--- config.mk ---
export PLATFORM = sky130hd
export DESIGN_NAME = smac_acc_seq_flat
export DESIGN_NICKNAME = d
export VERILOG_FILES = /design/src/rtl/smac_ctrl_pkg.sv /design/src/rtl/smac_acc_seq_if.sv /design/src/rtl/smac_beat_cnt.sv /design/src/rtl/smac_acc_seq.sv /design/src/flat_wrapper.sv
export SDC_FILE = /design/constraint.sdc
export NUM_CORES = 1
export LEC_CHECK = 0
export ABC_AREA = 1
export BUFFER_PORTS_ARGS = -buffer_cell sky130_fd_sc_hd__clkbuf_2
export CORE_ASPECT_RATIO = 1.4
export CORE_MARGIN = 3
export CORE_UTILIZATION = 57
export CTS_CLUSTER_SIZE = 12
export DETAILED_ROUTE_END_ITERATION = 16
export PLACE_DENSITY = 0.79
export SETUP_SLACK_MARGIN = 0.1
export SLEW_MARGIN = 20
export SYNTH_ARGS = -nofsm -noshare
export SYNTH_HDL_FRONTEND = slang
export SYNTH_SLANG_ARGS = --single-unit
--- constraint.sdc ---
create_clock -name clk -period 3.95 [get_ports clk]
set_input_delay 0.79 -clock clk [delete_from_list [all_inputs] [get_ports clk]]
set_output_delay 0.79 -clock clk [all_outputs]
set_load 0.03 [all_outputs]
--- src/rtl/smac_ctrl_pkg.sv ---
// Shared types and width helpers for the SMAC AC2 accumulation sequencer.
package smac_ctrl_pkg;

  typedef enum logic [2:0] {
    IDLE  = 3'd0,
    CLEAR = 3'd1,
    ACCUM = 3'd2,
    OUT   = 3'd3,
    FIN   = 3'd4
  } acc_state_t;

  function automatic int beat_w(input int pw);
    return $clog2(pw) + 1;
  endfunction

  function automatic int blk_w(input int nblk);
    return $clog2(nblk) + 1;
  endfunction

endpackage

--- src/rtl/smac_acc_seq_if.sv ---
// Job, partial-product and result handshake bundle of smac_acc_seq.
// The abort line exists only when SMAC_ACC_ABORT_EN is defined.
interface smac_acc_seq_if #(
  parameter int NBLK = 8
) ();
  import smac_ctrl_pkg::*;

  localparam int BW = blk_w(NBLK);

  logic          start;
  logic [BW-1:0] n_blk;
  logic          busy;
  logic          pp_valid;
  logic          pp_ready;
  logic          ac2_en;
  logic          ac2_clr;
  logic [BW-1:0] blk_idx;
  logic          res_valid;
  logic          res_ready;
  logic          done;
`ifdef SMAC_ACC_ABORT_EN
  logic          abort;

  modport slave (
    input  start, n_blk, pp_valid, res_ready, abort,
    output busy, pp_ready, ac2_en, ac2_clr, blk_idx, res_valid, done
  );
  modport master (
    output start, n_blk, pp_valid, res_ready, abort,
    input  busy, pp_ready, ac2_en, ac2_clr, blk_idx, res_valid, done
  );
`else
  modport slave (
    input  start, n_blk, pp_valid, res_ready,
    output busy, pp_ready, ac2_en, ac2_clr, blk_idx, res_valid, done
  );
  modport master (
    output start, n_blk, pp_valid, res_ready,
    input  busy, pp_ready, ac2_en, ac2_clr, blk_idx, res_valid, done
  );
`endif
endinterface

--- src/rtl/smac_beat_cnt.sv ---
// Beat counter running 1..PW: clear loads 1, increment wraps to 1 after PW.
module smac_beat_cnt
  import smac_ctrl_pkg::*;
#(
  parameter int PW = 4
) (
  input  logic clk,
  input  logic rst_n,
  input  logic clr,
  input  logic inc,
  output logic last
);
  localparam int            CW    = beat_w(PW);
  localparam logic [CW-1:0] ONE_V = CW'(32'd1);
  localparam logic [CW-1:0] PW_V  = CW'(PW);

  logic [CW-1:0] cnt_q, cnt_d;

  assign last = (cnt_q == PW_V);

  // next beat value
  always_comb begin
    cnt_d = cnt_q;
    if (clr) begin
      cnt_d = ONE_V;
    end else if (inc) begin
      if (last) begin
        cnt_d = ONE_V;
      end else begin
        cnt_d = cnt_q + ONE_V;
      end
    end else begin
      cnt_d = cnt_q;
    end
  end

  // beat register
  always_ff @(posedge clk or negedge rst_n) begin
    if (!rst_n) begin
      cnt_q <= ONE_V;
    end else begin
      cnt_q <= cnt_d;
    end
  end

endmodule

--- src/rtl/smac_acc_seq.sv ---
// AC2 accumulation sequencer: per block clear AC2, accept PW partial products, hand the sum on.
// Optional job abort is built in with SMAC_ACC_ABORT_EN.
module smac_acc_seq
  import smac_ctrl_pkg::*;
#(
  parameter int PW   = 4,
  parameter int NBLK = 8
) (
  input  logic         clk,
  input  logic         rst_n,
  smac_acc_seq_if.slave bus
);
  localparam int            BW     = blk_w(NBLK);
  localparam logic [BW-1:0] NBLK_V = BW'(NBLK);
  localparam logic [BW-1:0] ZERO_V = BW'(32'd0);
  localparam logic [BW-1:0] ONE_V  = BW'(32'd1);

  acc_state_t    state_q, state_d;
  logic          busy_q, busy_d;
  logic          pp_ready_q, pp_ready_d;
  logic          ac2_clr_q, ac2_clr_d;
  logic          res_valid_q, res_valid_d;
  logic          done_q, done_d;
  logic [BW-1:0] blk_idx_q, blk_idx_d;
  logic [BW-1:0] nblk_q, nblk_d;
  logic          beat_clr, beat_inc, beat_last;
  logic          pp_fire, res_fire, abort_s;

`ifdef SMAC_ACC_ABORT_EN
  assign abort_s = bus.abort;
`else
  assign abort_s = 1'b0;
`endif

  assign pp_fire  = bus.pp_valid & pp_ready_q;
  assign res_fire = res_valid_q & bus.res_ready;

  smac_beat_cnt #(.PW(PW)) u_beat (
    .clk  (clk),
    .rst_n(rst_n),
    .clr  (beat_clr),
    .inc  (beat_inc),
    .last (beat_last)
  );

  // next state and next registered outputs
  always_comb begin
    state_d     = state_q;
    busy_d      = 1'b0;
    pp_ready_d  = 1'b0;
    ac2_clr_d   = 1'b0;
    res_valid_d = 1'b0;
    done_d      = 1'b0;
    blk_idx_d   = blk_idx_q;
    nblk_d      = nblk_q;
    beat_clr    = 1'b0;
    beat_inc    = 1'b0;
    // abort overrides any handshake in the same cycle; nothing is counted
    if (abort_s && busy_q) begin
      state_d   = FIN;
      done_d    = 1'b1;
      ac2_clr_d = 1'b1;
      blk_idx_d = ZERO_V;
      beat_clr  = 1'b1;
    end else begin
      case (state_q)
        IDLE: begin
          if (bus.start) begin
            if (bus.n_blk == ZERO_V) begin
              state_d = FIN;
              done_d  = 1'b1;
            end else begin
              state_d   = CLEAR;
              busy_d    = 1'b1;
              ac2_clr_d = 1'b1;
              blk_idx_d = ZERO_V;
              nblk_d    = (bus.n_blk > NBLK_V) ? NBLK_V : bus.n_blk;
            end
          end else begin
            state_d = IDLE;
          end
        end
        CLEAR: begin
          state_d    = ACCUM;
          busy_d     = 1'b1;
          pp_ready_d = 1'b1;
          beat_clr   = 1'b1;
        end
        ACCUM: begin
          busy_d = 1'b1;
          if (pp_fire) begin
            beat_inc = 1'b1;
            if (beat_last) begin
              state_d     = OUT;
              res_valid_d = 1'b1;
            end else begin
              pp_ready_d = 1'b1;
            end
          end else begin
            pp_ready_d = 1'b1;
          end
        end
        OUT: begin
          if (res_fire) begin
            if (blk_idx_q == nblk_q - ONE_V) begin
              state_d   = FIN;
              done_d    = 1'b1;
              blk_idx_d = ZERO_V;
            end else begin
              state_d   = CLEAR;
              busy_d    = 1'b1;
              ac2_clr_d = 1'b1;
              blk_idx_d = blk_idx_q + ONE_V;
            end
          end else begin
            busy_d      = 1'b1;
            res_valid_d = 1'b1;
          end
        end
        FIN: begin
          state_d = IDLE;
        end
        default: begin
          state_d = IDLE;
        end
      endcase
    end
  end

  // state, job context and registered outputs
  always_ff @(posedge clk or negedge rst_n) begin
    if (!rst_n) begin
      state_q     <= IDLE;
      busy_q      <= 1'b0;
      pp_ready_q  <= 1'b0;
      ac2_clr_q   <= 1'b0;
      res_valid_q <= 1'b0;
      done_q      <= 1'b0;
      blk_idx_q   <= ZERO_V;
      nblk_q      <= ZERO_V;
    end else begin
      state_q     <= state_d;
      busy_q      <= busy_d;
      pp_ready_q  <= pp_ready_d;
      ac2_clr_q   <= ac2_clr_d;
      res_valid_q <= res_valid_d;
      done_q      <= done_d;
      blk_idx_q   <= blk_idx_d;
      nblk_q      <= nblk_d;
    end
  end

  assign bus.busy      = busy_q;
  assign bus.pp_ready  = pp_ready_q;
  assign bus.ac2_en    = pp_fire;
  assign bus.ac2_clr   = ac2_clr_q;
  assign bus.blk_idx   = blk_idx_q;
  assign bus.res_valid = res_valid_q;
  assign bus.done      = done_q;

endmodule
--- src/flat_wrapper.sv ---
// flat-port wrapper written by rule: the top's interface ports become plain ports
module smac_acc_seq_flat import smac_ctrl_pkg::*;
#(
  parameter int PW   = 4,
  parameter int NBLK = 8
)
  (clk, rst_n, bus_start, bus_n_blk, bus_pp_valid, bus_res_ready, bus_busy, bus_pp_ready, bus_ac2_en, bus_ac2_clr, bus_blk_idx, bus_res_valid, bus_done);
  smac_acc_seq_if #(.NBLK(NBLK)) bus_i ();
  input  logic clk;
  input  logic rst_n;
  input wire logic [$bits(bus_i.start)-1:0] bus_start;
  input wire logic [$bits(bus_i.n_blk)-1:0] bus_n_blk;
  input wire logic [$bits(bus_i.pp_valid)-1:0] bus_pp_valid;
  input wire logic [$bits(bus_i.res_ready)-1:0] bus_res_ready;
  output wire logic [$bits(bus_i.busy)-1:0] bus_busy;
  output wire logic [$bits(bus_i.pp_ready)-1:0] bus_pp_ready;
  output wire logic [$bits(bus_i.ac2_en)-1:0] bus_ac2_en;
  output wire logic [$bits(bus_i.ac2_clr)-1:0] bus_ac2_clr;
  output wire logic [$bits(bus_i.blk_idx)-1:0] bus_blk_idx;
  output wire logic [$bits(bus_i.res_valid)-1:0] bus_res_valid;
  output wire logic [$bits(bus_i.done)-1:0] bus_done;
  assign bus_i.start = bus_start;
  assign bus_i.n_blk = bus_n_blk;
  assign bus_i.pp_valid = bus_pp_valid;
  assign bus_i.res_ready = bus_res_ready;
  assign bus_busy = bus_i.busy;
  assign bus_pp_ready = bus_i.pp_ready;
  assign bus_ac2_en = bus_i.ac2_en;
  assign bus_ac2_clr = bus_i.ac2_clr;
  assign bus_blk_idx = bus_i.blk_idx;
  assign bus_res_valid = bus_i.res_valid;
  assign bus_done = bus_i.done;
  smac_acc_seq #(.PW(PW), .NBLK(NBLK)) u_core (.clk(clk), .rst_n(rst_n), .bus(bus_i));
endmodule
* Yosys cells after proc, flatten, opt, wreduce, memory -nomap -nowiden
Cells that the tools add are included.
Storage, ports and cells: flip-flop bits (word level) 19, output and inout port bits 10
Operators by class: add/sub/neg operators 3, $lt $le $gt $ge 1, equality and inequality tests 10, multiplexer cells 38, bitwise gates (word level) 3, reductions and logical operators 8
Operators by type and width (count):
- $mux 3 | 9
- $mux 4 | 5
- $mux 1 | 17
- $pmux 3 s4 | 1
- $pmux 1 s2 | 4
- $pmux 4 s2 | 1
- $eq 3x2->1 const B | 2
- $ne 2x2->1 const B | 3
- $reduce_and 3->1 | 2
- $add 4x1->4 const B | 1
- $eq 4x4->1 | 1
- $gt 4x4->1 const B | 1
- $logic_not 4->1 | 1
- $ne 2x1->1 const B | 2
- $reduce_and 4->1 | 1
- $reduce_bool 2->1 | 2
- $sub 4x1->4 const B | 1
- $add 3x1->3 const B | 1
- $eq 3x1->1 const B | 1
- $eq 3x3->1 const B | 1
- $logic_not 3->1 | 1
- $pmux 1 s3 | 1
- $and 1x1->1 | 2
- $reduce_or 2->1 | 1
- $not 1->1 | 1

* Depth between registers and ports, before layout
Gate-level depths: netlist (run 1).
depth after elaboration 5, gate-level depth with buffers 12, mapped depth without buffers 12

* By module
From an unflattened synthesis (run 1), not the netlist that was laid out.
Unflattened totals: cells, all modules 139, area total of the unflattened synthesis 1106.1 µm²
By module, submodules not included:
- smac_acc_seq | instances 1, cells an instance 114, area an instance 917.1 µm², seq. area each 400.4 µm²
- smac_beat_cnt | instances 1, cells an instance 25, area an instance 188.9 µm², seq. area each 76.3 µm²

* Worst setup path before layout (run 1)
Ideal clock, no wire load.
path type in2out, start point input port bus_pp_valid, end point output port bus_ac2_en, data arrival time 1062 ps, data required time 3160 ps, path slack 2098 ps, cell stages on the path 2, cell sequence nand2_1 inv_1
On the way: word-level cells in the longest chain between the ends 1
RTL lines:
- start, declared | RTL line flat_wrapper.sv:13 | input wire logic [$bits(bus_i.pp_valid)-1:0] bus_pp_valid;
- $and 1x1->1 | RTL line smac_acc_seq.sv:35 | assign pp_fire = bus.pp_valid & pp_ready_q;
- end, declared | RTL line flat_wrapper.sv:17 | output wire logic [$bits(bus_i.ac2_en)-1:0] bus_ac2_en;
Every way passes these cells.

* Final worst setup path (run 1)
Same ends and word-level chain as after synthesis.

==> flow_summary_export.csv, run 1 <==
group,metric,value,unit
setup_path,required,3160,ps
clock_tree,clock_path_buffers,2,
global_route,gr-usage-all-layers,20.0,%
setup_path,crit_path_cell_trace,"clkbuf_2 -> nand2_1 -> inv_1 -> clkbuf_2",
synth,syn-num-nets,143,
worst_hold_path,min_path_type,"in -> async",
clock_tree,clock_latency,290,ps
route,routed-via-count,895,
route,routedWlPerCell,12.0,um
route,drt_drc_violations_left,0,
global_route,grt_max_degree,20,
setup_path,slowest_stage,"clkbuf_2",
sta,maxSlewHeadroom,68.7,%
synth,ys_warn_count,0,
clock_tree,cts_sinks,19,
sta,post-route-period-util,50.3,%
sta,rsz0062_at_grt,"no",
placed_design,place_congestion,0.808,
placed_design,port_buffers,18,
setup_path,endpoint_kind,"primary output",
synth,yosysUniqueCellTypes,25,
sta,setup_viol,0,
global_route,gr-total-overflow,0,
synth,synth.area.top_cells,"dfrtp_1, nand2_1, inv_1",
sta,worst_slew_pin_slew,469,ps
global_route,busiest_layer,"met2",
global_route,grt_first_pass_wirelength,3.71,mm
global_route,grt_pass1_vias,869,
synth,ys.flop_type,"dfrtp_1",
die,design.core.area,1660,sq um
final_layout,fin_nets,166,
synth,synth-seq-cells,19,
setup_path,max_stage_delay,210,ps
route,drt_iter0_markers,15,
setup_path,arrival,1200,ps
setup_path,cp-start-kind,"input pin",
global_route,met3_usage,1.92,%
clock_tree,cts_tree,"built",
clock_tree,cts_hold_buf,0,
outcome,outcome,"completed",
die,start_util,62.9,%
final_layout,drive_above_1_share,23.0,%
sta,finalCriticalPeriod,1990,ps
sta,tns,0,ps
sta,fmax,503,MHz
die,die_width,42.2,um
final_layout,layout_common_cells,"nand2_1, inv_1, clkbuf_2, dfrtp_1",
route,drtAntennaViolNets,0,
setup_path,critical-path-top-delay-family,"buffers and inverters",
route,wl,2.05,mm
final_layout,antenna_cells,0,
route,firstDrtPassIters,4,
placed_design,hpwl,1.68,mm
setup_path,cpMostUsedCell,"clkbuf_2",
setup_path,critPathKind,"in -> out",
final_layout,final_common_cell,"nand2_1",
clock_tree,cts_buffers,3,
route,routed_via_density,5.23,
die,ios,19,
final_layout,post-route-util,71.3,%
synth,ys_seq_area_share,45.7,%
synth,synth_area_leader_cell,"dfrtp_1",
global_route,antenna_found_initial,0,
clock_tree,clk_pin_slew_worst_paths,100,ps
die,std_cell_rows,17,
clock_tree,cts_resized,0,
sta,report.final.hold_viol_count,0,
setup_path,cp.depth,4,
final_layout,fillers,146,
clock_tree,post_cts_buffers,0,
setup_path,critPathMaxFanout,3,
clock_tree,cts_max_level,1,
synth,yosysTopAreaCellShare,43.2,%
run,cap_violations,0,
power,max-vdd-ir-drop,0.000468,V
synth,syn_avg_cell_area,8.03,sq um
setup_path,rr_worst_depth,9,
sta,report.final.slew_viol_count,0,
synth,synth_edf_count,0,
die,die-area,2390,sq um
setup_path,cp.buffers_inverters,3,
power,p_leak,0.648,nW
clock_tree,cts_root_buffer,"clkbuf_4",
global_route,gr-usage-met2,37.5,%
final_layout,syn_to_final_growth,13.4,%
synth,synthCells,130,
power,power_density,767,nW/um^2
sta,fin_worst_skew,4.42,ps
die,die_y,56.6,um
global_route,grt_use_met1,22.7,%
synth,async_reset_ff_share,100,%
synth,synthesis.area,1040,sq um
-- worst reg2reg max path, stage by stage, from the launching register on --
cell	delay, ps
dfrtp_1	390
inv_1	90
ha_1	320
xnor2_1	130
nor2_1	110
nand3_2	130
nand2_1	170
nand2_1	70
nand2_1	60
nand2_1	50
-- routing by layer --
layer	share of wire, %	up-vias
met4	1.3	0
met1	39	405
met5	0	-
met3	4.2	4
li1	-	462
met2	56	24
-- logic make-up after synthesis --
logic type / after synthesis / share of synthesized area (%)
compound gates: 17 / 10.1
xor+xnor: 4 / 3.36
simple gates: 60 / 26.6
buf+inv: 26 / 9.47
flops: 19 / 45.7
fa+ha+maj: 4 / 4.80
-- registers in the layout, indices dropped and copies added (netlist names) --
name,count
u_core.state_q,3
u_core.bus.pp_ready,1
u_core.nblk_q,4
u_core.bus.busy,1
u_core.bus.ac2_clr,1
u_core.bus.blk_idx,4
u_core.bus.res_valid,1
u_core.bus.done,1
u_core.u_beat.cnt_q,3
-- synthesized netlist by cell type, types with 2 or more instances --
cell,count
nand2_1,30
inv_1,20
dfrtp_1,18
nand3_1,9
nor2_1,9
o21ai_0,8
inv_2,5
ha_1,4
nand4_1,4
nand2_2,3
a21oi_1,2
nor3_1,2
o21ai_1,2
xnor2_1,2
xor2_1,2
-- power by group --
group	internal [mW]	switching, mW
sequential	0.270	0.0495
combinational	0.169	0.326
clock	0.0393	0.0542
total	0.478	0.429
-- worst paths after layout --
kind                                                to  slack, ps                    from
worst max-delay path                        bus_ac2_en       1960            bus_pp_valid
worst min-delay path            u_core.u_beat.cnt_q[1]        440                   rst_n
worst max register to register       u_core.state_q[0]       2320        u_core.nblk_q[0]
worst min register to register  u_core.u_beat.cnt_q[2]        550  u_core.u_beat.cnt_q[2]
max in group asynchronous       u_core.u_beat.cnt_q[0]       3170                   rst_n
min in group clk                u_core.u_beat.cnt_q[2]        550  u_core.u_beat.cnt_q[2]
-- per-stage QoR --
| stage | cells | total power [mW] | instance area (sq um) | hold WS [ps] | setup WS, ps |
|---|---|---|---|---|---|
| final | 171 | 0.908 | 1180 | 435 | 1960 |
| after global placement | 167 | 0.800 | 1160 | 499 | 1980 |
| after floorplan | 130 | 0.704 | 1040 | 486 | 2100 |
| after CTS | 171 | 0.916 | 1180 | 440 | 1970 |
| after global routing | 171 | 1.00 | 1180 | 454 | 1900 |
| after detailed placement | 167 | 0.821 | 1160 | 523 | 1970 |
-- final cells by class --
class | instances | area (sq um) | share of cell area [%]
Tap cell | 19 | 23.8 | 2.01
Clock buffer | 4 | 26.3 | 2.22
Inverter | 26 | 98.8 | 8.35
Sequential cell | 19 | 477 | 40.3
Multi-Input combinational cell | 85 | 468 | 39.5
Timing Repair Buffer | 18 | 90.1 | 7.61
No activity file was read; power rests on OpenSTA's default activity.
==> run 2, diff against run 1 <==
- ABC_AREA: 1 -> 0
- CORE_UTILIZATION: 57 -> 53
- PLACE_DENSITY: 0.79 -> 0.74
- clock period: 3.95 -> 2.02 ns (I/O delays scaled with it)
==> flow_summary_export.csv, run 2 <==
group,metric,value,unit
synth,synthesis.area,1050,sq um
setup_path,rr_endpoint,"u_core.bus.busy",
global_route,grt_first_pass_wirelength,3.77,mm
clock_tree,clock_path_buffers,2,
route,firstDrtPassIters,4,
sta,maxSlewHeadroom,68.1,%
setup_path,cp-start-kind,"register",
final_layout,syn_to_final_growth,13.0,%
sta,report.final.slew_viol_count,0,
setup_path,slowest_stage,"dfrtp_1",
setup_path,required,2200,ps
final_layout,final_area,1190,sq um
power,power_density,1460,nW/um^2
route,wl,2.01,mm
synth,synth_edf_count,0,
placed_design,hpwl,1.60,mm
clock_tree,post_cts_buffers,0,
synth,synth-seq-cells,19,
synth,ys_seq_area_share,45.2,%
clock_tree,clk_pin_slew_worst_paths,110,ps
synth,synthTopCellsByCount,"dfrtp_1, nand2_1, nor2_1",
die,die-area,2570,sq um
synth,ys_warn_count,0,
run,cap_violations,0,
synth,synthCells,107,
die,start_util,57.8,%
clock_tree,cts_root_buffer,"clkbuf_4",
setup_path,r2r_setup_slack,290,ps
global_route,gr-usage-all-layers,19.4,%
synth,yosysUniqueCellTypes,38,
clock_tree,cts_tree,"built",
placed_design,place_congestion,0.779,
route,drt_iter0_markers,6,
sta,fmax,580,MHz
clock_tree,cts_hold_buf,0,
route,routed_via_density,5.64,
die,std_cell_rows,18,
sta,rsz0062_at_grt,"no",
synth,syn-num-nets,120,
setup_path,rr_worst_depth,7,
die,ios,19,
setup_path,cpMostUsedCell,"xnor2_1",
synth,synth.area.top_cells,"dfrtp_1, ha_1, nand2b_1",
route,routed-via-count,835,
final_layout,antenna_cells,0,
sta,setup_viol,0,
die,design.core.area,1820,sq um
sta,fin_worst_skew,5.00,ps
final_layout,post-route-util,65.4,%
global_route,grt_max_degree,20,
clock_tree,cts_max_level,1,
power,max-vdd-ir-drop,0.000771,V
setup_path,critPathMaxFanout,7,
synth,yosysTopAreaCellShare,42.7,%
sta,report.final.hold_viol_count,0,
placed_design,dpl-instance-area,1160,sq um
global_route,antenna_found_initial,0,
route,drt_drc_violations_left,0,
sta,whs,31.3,ps
global_route,gr-total-overflow,0,
sta,post-route-period-util,85.4,%
final_layout,drive_above_1_share,25.0,%
sta,tns,0,ps
sta,worst_slew_pin_slew,479,ps
route,drtAntennaViolNets,0,
final_layout,layout_common_cells,"clkbuf_2, dfrtp_1, nand2_1",
setup_path,reg2reg_from,"u_core.nblk_q[0]",
synth,ys.flop_type,"dfrtp_1",
placed_design,port_buffers,18,
synth,syn_avg_cell_area,9.86,sq um
synth,synth_area_leader_cell,"dfrtp_1",
die,die_width,43.7,um
clock_tree,cts_resized,0,
sta,finalCriticalPeriod,1730,ps
setup_path,critPathKind,"reg -> reg",
setup_path,arrival,1900,ps
power,p_total,1.75,mW
clock_tree,cts_sinks,19,
global_route,grt_pass1_vias,909,
setup_path,endpoint_kind,"register",
outcome,outcome,"completed",
final_layout,fin_nets,142,
synth,yosysMostFrequentCell,"dfrtp_1",
route,routedWlPerCell,13.6,um
clock_tree,clock_latency,300,ps
final_layout,fillers,161,
power,p_leak,0.568,nW
setup_path,max_stage_delay,420,ps
clock_tree,cts_buffers,3,
die,die_y,58.8,um
worst_hold_path,min_path_type,"in -> async",
setup_path,crit_path_cell_trace,"inv_1 -> ha_1 -> xnor2_1 -> xnor2_1 -> nand4_2 -> nand2_1 -> o311ai_1",
synth,async_reset_ff_share,100,%
-- run 2: cell types whose count changed in the layout (fill, tap and decap cells not counted), moves of 2 or more --
cell	before	now
and2b_1	0	2
nand3_1	9	6
o21ai_0	8	5
inv_2	5	0
nand2b_1	0	7
o21ai_1	2	4
nand2_2	3	0
nand4_1	4	1
nand2_1	30	11
o32ai_1	0	2
inv_1	20	6
buf_4	0	2
-- run 2: how the worst max path moves through the flow --
stage               cells past startpoint             start                to  slack, ps
detailed placement                      7  u_core.nblk_q[0]   u_core.bus.busy        280
finish                                  7  u_core.nblk_q[0]   u_core.bus.busy        290
CTS                                     7  u_core.nblk_q[0]   u_core.bus.busy        270
global placement                        4      bus_n_blk[1]  u_core.nblk_q[3]        300
global route                            7  u_core.nblk_q[0]   u_core.bus.busy        130
floorplan                               3      bus_n_blk[1]  u_core.nblk_q[3]        470
-- run 2: worst max-delay path, delay by kind of cell (launching register included) --
family	cells	cell delay, ps
adders and majority gates	1	200
xor gates and xnor gates	2	330
DFF	1	420
and+or+nand+nor	2	450
AOI/OAI and AO/OA	1	130
buffers and inverters	1	60
-- run 2: cell type report --
| type | instances | area (sq um) | area share, % |
|---|---|---|---|
| Clock buffer | 3 | 22.5 | 1.89 |
| Clock inverter | 1 | 5.00 | 0.420 |
| Inverter | 6 | 22.5 | 1.89 |
| Multi-Input combinational cell | 79 | 536 | 44.9 |
| Sequential cell | 19 | 477 | 40.0 |
| Tap cell | 20 | 25.0 | 2.10 |
| Timing Repair Buffer | 20 | 105 | 8.81 |
-- run 2: per-layer routing --
| layer | vias up | global-route usage (%) | routed length, um | share of wire, % |
|---|---|---|---|---|
| li1 | 417 | - | - | - |
| met1 | 398 | 21.1 | 775 | 39 |
| met2 | 15 | 36.5 | 1120 | 56 |
| met3 | 5 | 1.83 | 69 | 3.4 |
| met4 | 0 | 8.62 | 40 | 2.0 |
| met5 | - | 0 | 0 | 0 |
-- run 2: through the flow --
step                      worst slack, ps  instances
after floorplan                       472        107
after global placement                297        144
after detailed placement              276        144
after CTS                             268        148
after global routing                  132        148
final                                 295        148
-- run 2: cell families after synthesis --
logic type | synth area share (%)
multiplexers | 2.02
AND/OR/NAND/NOR | 25.7
flip-flops | 45.2
AO/OA/AOI/OAI | 13.3
adder cells (fa/ha/maj) | 4.75
buffers and inverters | 4.03
XOR/XNOR | 4.98
-- run 2: report_power, final --
part | switching, mW | internal, mW
combinational | 0.544 | 0.349
clock | 0.122 | 0.0739
sequential | 0.131 | 0.526
==> run 3, diff against run 2 <==
- GPL_TIMING_DRIVEN: not set -> 0
- SLEW_MARGIN: 20 -> not set
==> flow_summary_export.csv, run 3 (same netlist as run 2, synthesis figures left out) <==
group,metric,value,unit
sta,maxSlewHeadroom,68.7,%
setup_path,required,2180,ps
global_route,gr-usage-all-layers,17.3,%
power,p_total,1.72,mW
power,max-vdd-ir-drop,0.000793,V
setup_path,cp-start-kind,"register",
die,start_util,57.8,%
die,ios,19,
setup_path,endpoint_kind,"register",
final_layout,syn_to_final_growth,13.4,%
clock_tree,post_cts_buffers,0,
sta,rsz0062_at_grt,"no",
placed_design,place_congestion,0.768,
clock_tree,clock_path_buffers,2,
clock_tree,cts_resized,0,
power,p_leak,0.565,nW
global_route,antenna_found_initial,0,
sta,report.final.hold_viol_count,0,
clock_tree,cts_hold_buf,0,
final_layout,fin_nets,143,
sta,fmax,593,MHz
power,p_comb_share,51.1,%
sta,setup_viol,0,
global_route,gr-total-overflow,0,
clock_tree,clk_pin_slew_worst_paths,100,ps
setup_path,rr_endpoint,"u_core.bus.blk_idx[2]",
sta,report.final.slew_viol_count,0,
setup_path,arrival,1850,ps
setup_path,critPathMaxFanout,7,
route,routedWlPerCell,12.8,um
final_layout,antenna_cells,0,
power,power_density,1440,nW/um^2
final_layout,layout_common_cells,"clkbuf_2, dfrtp_1, nand2_1",
route,drt_iter0_markers,16,
run,cap_violations,0,
sta,worst_slew_pin_slew,470,ps
clock_tree,cts_buffers,3,
setup_path,reg2reg_from,"u_core.nblk_q[0]",
global_route,grt_pass1_vias,858,
route,drtAntennaViolNets,0,
setup_path,critPathKind,"reg -> reg",
setup_path,rr_worst_depth,7,
clock_tree,cts_sinks,19,
power,p_sw,0.770,mW
power,sw_frac_of_total,44.6,%
sta,finalCriticalPeriod,1690,ps
final_layout,post-route-util,65.6,%
global_route,grt_first_pass_wirelength,3.44,mm
die,die-area,2570,sq um
clock_tree,cts_max_level,1,
outcome,outcome,"completed",
die,die_y,58.8,um
setup_path,r2r_setup_slack,330,ps
placed_design,port_buffers,18,
die,std_cell_rows,18,
sta,fin_worst_skew,7.92,ps
route,routed-via-count,836,
sta,tns,0,ps
clock_tree,cts_root_buffer,"clkbuf_4",
final_layout,drive_above_1_share,24.0,%
route,firstDrtPassIters,4,
route,drt_drc_violations_left,0,
global_route,grt_max_degree,20,
placed_design,hpwl,1.52,mm
worst_hold_path,min_path_type,"in -> async",
sta,post-route-period-util,83.4,%
die,design.core.area,1820,sq um
power,clkPwrFrac,10.8,%
clock_tree,clock_latency,290,ps
power,p_int,0.954,mW
sta,whs,45.6,ps
route,wl,1.91,mm
route,routed_via_density,5.61,
power,power_frac_seq,38.1,%
die,die_width,43.7,um
clock_tree,cts_tree,"built",
[run 3: cell types whose count changed in the layout (fill, tap and decap cells not counted)]
cell	before	now
clkinv_2	1	0
buf_6	0	1
buf_4	2	0
clkbuf_1	0	2
buf_2	0	1
[run 3: worst max-delay path by stage]
stage	startpoint	slack [ps]	endpoint
after floorplan	bus_n_blk[1]	470	u_core.nblk_q[3]
after global placement	bus_n_blk[1]	340	u_core.nblk_q[3]
after CTS	u_core.nblk_q[0]	290	u_core.bus.blk_idx[2]
after detailed placement	u_core.nblk_q[0]	320	u_core.bus.blk_idx[2]
after global routing	u_core.nblk_q[0]	230	u_core.bus.blk_idx[2]
final	u_core.nblk_q[0]	330	u_core.bus.blk_idx[2]
[run 3: power groups by stage]
| stage | Clock (mW) | Sequential (mW) | Combinational [mW] |
|---|---|---|---|
| after floorplan | 0 | 0.782 | 0.558 |
| after global placement | 0 | 0.660 | 0.867 |
| after detailed placement | 0 | 0.666 | 0.898 |
| after CTS | 0.193 | 0.658 | 0.900 |
| after global routing | 0.214 | 0.679 | 0.996 |
| final | 0.186 | 0.657 | 0.881 |
[run 3: metrics by stage]
stage / setup slack (ps) / area, sq um / instances
detailed placement: 320 / 1170 / 145
finish: 335 / 1200 / 149
global route: 225 / 1200 / 149
global placement: 337 / 1170 / 145
CTS: 294 / 1200 / 149
floorplan: 472 / 1050 / 107
[run 3: per-layer routing]
| metal | up-vias | share of wire (%) | wire length (um) | track usage, % |
|---|---|---|---|---|
| met5 | - | 0 | 0 | 0 |
| met4 | 0 | 1.0 | 19 | 8.19 |
| met3 | 2 | 3.7 | 70 | 1.83 |
| met2 | 14 | 55 | 1040 | 33.1 |
| met1 | 399 | 41 | 778 | 18.0 |
| li1 | 421 | - | - | - |
[run 3: final cells by class]
class,count,area [sq um]
multi-input cells,79,536
clock buffers,4,26.3
fillers,162,628
flip-flops and latches,19,477
plain buffers,3,20.0
inverters,6,22.5
repair buffers,18,90.1
well taps,20,25.0
[run 3: worst max-delay path, cell delays in order (launching register included)]
cell and delay [ps]:
dfrtp_1 410, inv_1 60, ha_1 200, xnor2_1 170, xnor2_1 150, nand4_2 240, nand2_1 210, o221ai_1 120
